<file path="config.mk">
export PLATFORM = sky130hd
export DESIGN_NAME = trojan_golden_table
export DESIGN_NICKNAME = d
export VERILOG_FILES = /design/src/rtl/trojan_response_checker_golden_table.sv
export SDC_FILE = /design/constraint.sdc
export NUM_CORES = 1
export LEC_CHECK = 0
export CORE_ASPECT_RATIO = 0.5
export CORE_MARGIN = 10
export CORE_UTILIZATION = 62
export DETAILED_ROUTE_END_ITERATION = 10
export PLACE_DENSITY = 0.83
export SYNTH_ARGS = -nofsm -noshare
export SYNTH_HDL_FRONTEND = slang
export SYNTH_SLANG_ARGS = --single-unit
</file>
<file path="constraint.sdc">
create_clock -name CK -period 4.7 [get_ports CK]
set_clock_uncertainty 0.1 [all_clocks]
set_input_delay 1.41 -clock CK [delete_from_list [all_inputs] [get_ports CK]]
set_output_delay 1.41 -clock CK [all_outputs]
set_load 0.02 [all_outputs]
</file>
<file path="src/rtl/trojan_response_checker_golden_table.sv">
// Golden response store: register array with a loaded bitmap, one write port and
// one combinational read port. Only the bitmap is cleared by reset.
module trojan_golden_table #(
    parameter int N_IN  = 5,
    parameter int N_OUT = 1
) (
    input  logic             CK,
    input  logic             reset,
    input  logic             i_we,
    input  logic [N_IN-1:0]  i_waddr,
    input  logic [N_OUT-1:0] i_wdata,
    input  logic [N_IN-1:0]  i_raddr,
    output logic [N_OUT-1:0] o_rdata,
    output logic             o_loaded
);
    localparam int DEPTH = 2**N_IN;

    logic [N_OUT-1:0] r_data [DEPTH];
    logic [DEPTH-1:0] r_loaded;

    always_ff @(posedge CK) begin
        if (i_we) begin
            r_data[i_waddr] <= i_wdata;
        end
    end

    always_ff @(posedge CK) begin
        if (reset) begin
            r_loaded <= '0;
        end else if (i_we) begin
            r_loaded[i_waddr] <= 1'b1;
        end
    end

    assign o_rdata  = r_data[i_raddr];
    assign o_loaded = r_loaded[i_raddr];

endmodule

</file>
==> impl_metrics.yaml <==
run_status:
  status: "finished, final reports clean"
synthesis:
  ys_seq_area_frac: 0.599
  syn_avg_cell_area_um2: 10.7
  synth_compound_area_frac: 0.0543
  synth_cells: 249
  syn-num-nets: 263
  synthXorXnorAreaFrac: 0
  synth-adder-area-share: 0
  synthFlopType: "edfxtp_1"
  synth_edf_count: 32
  ys_ff_latch: 64
  netlist_area_mm2: 0.00268
  ys_types: 23
  synthArstFlopShare: 0
  yosysWarnings: 0
  synthMuxAreaShare: 0.120
  synth_top_family_by_area: "simple AND/OR/NAND/NOR gates"
  yosys.area_share.simple: 0.198
finish:
  filler_cell_count: 240
  diodes: 0
  post-route-util: 0.775
  layout_commonest_cell: "nor2_1"
  layout_common_cells: "nor2_1, mux2i_1, edfxtp_1, dfxtp_1, a22oi_1"
  finalNonFillerCells: 330
  drive_above_1_share: 0.0906
  syn2layout_area_growth_pct: 16.6
  final_nets: 285
floorplan:
  die_w_um: 113
  start_util: 0.665
  num_rows: 16
  core-area_mm2: 0.00402
  dieArea_mm2: 0.00750
  pin_count: 16
  die-height_um: 66.4
route:
  ant_nets: 0
  drcViolationCount: 0
  first_pass_iters: 5
  vias: 2030
  viasPerCell: 6.15
  routed_wl_mm: 6.19
  wire_per_inst_um: 18.8
  drtIter0Drc: 209
global_route:
  grt_overflow: 0
  grt_usage: 0.164
  grt_max_degree: 33
  grt_pass1_wl_mm: 9.54
  grt_antenna_before_repair: 0
  first_global_vias: 1891
place:
  pre_cts_slack_ps: -259
  place_inst: 314
  io_buffers: 15
  gp_congestion: 0.830
  dp_hpwl_mm: 3.94
power:
  p_int_w: 0.000908
  leakage_nw: 1.18
  irDropWorstVdd_mv: 0.280
  netSwitchingPower_w: 0.000260
  comb_power_share: 0.081
  seqPwrFrac: 0.509
  p_clk_frac: 0.409
  power-per-cell-area_mw_per_mm2: 374
  power_w: 0.00117
  switching_share: 0.223
critical_path:
  cp-end-kind: "primary output"
  crit_arrival_ps: 3080
  cp-start-kind: "primary input"
  crit_required_ps: 3190
  crit_fanout: 14
  path_class: "in2out"
clocking:
  numCtsBuffers: 9
  cts_setup_buffers: 0
  cts.clk_slew.worst_paths_ps: 60
  cts_root_buf: "clkbuf_8"
  cts_tree: "done"
  clk_path_buf_depth: 2
  htree_levels: 3
  clk_latency_ps: 340
  clock-sinks: 64
sta:
  fin_crit_ps: 4590
  max_freq_mhz: 218
  timing.final.crit_share: 0.976
  hold_viol: 0
  final.setup.worst_slack_ps: 112
  whs_ps: 373
  setup_viol: 0
  tightest_slew_ps: 1220
  rsz0062_at_grt: "false"
  slew_viol_final: 0
  slew_headroom: 0.187
worst_hold_path:
  hp-class: "reg2reg"
run:
  cap_viol_max_count: 0
[layer usage]
metal,track usage,routed length [um],share of wire,up-vias
met3,0.0761,750,0.12,10
met5,0,0,0,-
met1,0.201,2610,0.42,993
met4,0.0660,95,0.015,0
li1,-,-,-,914
met2,0.246,2740,0.44,113
[logic make-up after synthesis]
| logic type | Yosys count |
|---|---|
| AND/OR/NAND/NOR | 122 |
| flip-flops | 64 |
| multiplexers | 32 |
| AO/OA/AOI/OAI | 20 |
| buffers and inverters | 11 |
[registers in the layout (all words and copies together) (netlist names)]
name,cells
r_data,32
r_loaded,32
[critical path: stages]
cell	delay (ps)
buf_2	140
buf_12	180
mux2i_1	360
a22oi_1	160
and4b_1	220
a31oi_1	140
o311ai_1	130
dlygate4sd2_1	350
[power by group through the flow]
stage	combinational, W	sequential [W]	clock, W
final	0.0000950	0.000595	0.000478
after floorplan	0.0000520	0.000606	0
after global placement	0.0000893	0.000607	0
after global routing	0.000101	0.000595	0.000502
after detailed placement	0.0000914	0.000607	0
after CTS	0.0000912	0.000595	0.000481
[what timing repair did]
| action | in CTS | in global routing |
|---|---|---|
| setup endpoints to repair | 2 | 2 |
| hold buffers | 0 | 0 |
| resized for setup | 4 | 6 |
[through the flow]
stage / setup TNS, ps / instance area, um^2
floorplan: 0 / 2680
global placement: -409 / 2900
detailed placement: -492 / 2900
CTS: 0 / 3100
global route: 0 / 3120
finish: 0 / 3120
[cell type report]
type	count	area (um^2)	area share
clock buffer	13	160	0.0513
tap	54	67.6	0.0217
multi-input combinational	174	1010	0.325
timing repair buffer	22	238	0.0762
sequential	64	1600	0.513
clock inverter	3	40.0	0.0128
[synth_stat cells, drive strengths merged, types with 3 or more instances]
| library cell | count | area (um^2) |
|---|---|---|
| a22oi | 14 | 105 |
| buf | 5 | 53.8 |
| clkbuf | 6 | 25.0 |
| dfxtp | 32 | 641 |
| edfxtp | 32 | 961 |
| mux2i | 32 | 320 |
| nand2 | 6 | 22.5 |
| nand3b | 5 | 37.5 |
| nor2 | 98 | 370 |
| or3b | 3 | 26.3 |
[worst paths after layout]
path                      end  depth (start not counted)         from  slack, ps
setup / recovery      o_rdata                          8   i_raddr[1]        110
hold / removal    r_loaded[4]                          2  r_loaded[4]        370
setup reg to reg  r_loaded[9]                          2  r_loaded[9]       3860
hold reg to reg   r_loaded[4]                          2  r_loaded[4]        370
Note: power is estimated with default switching activity, not from simulation.
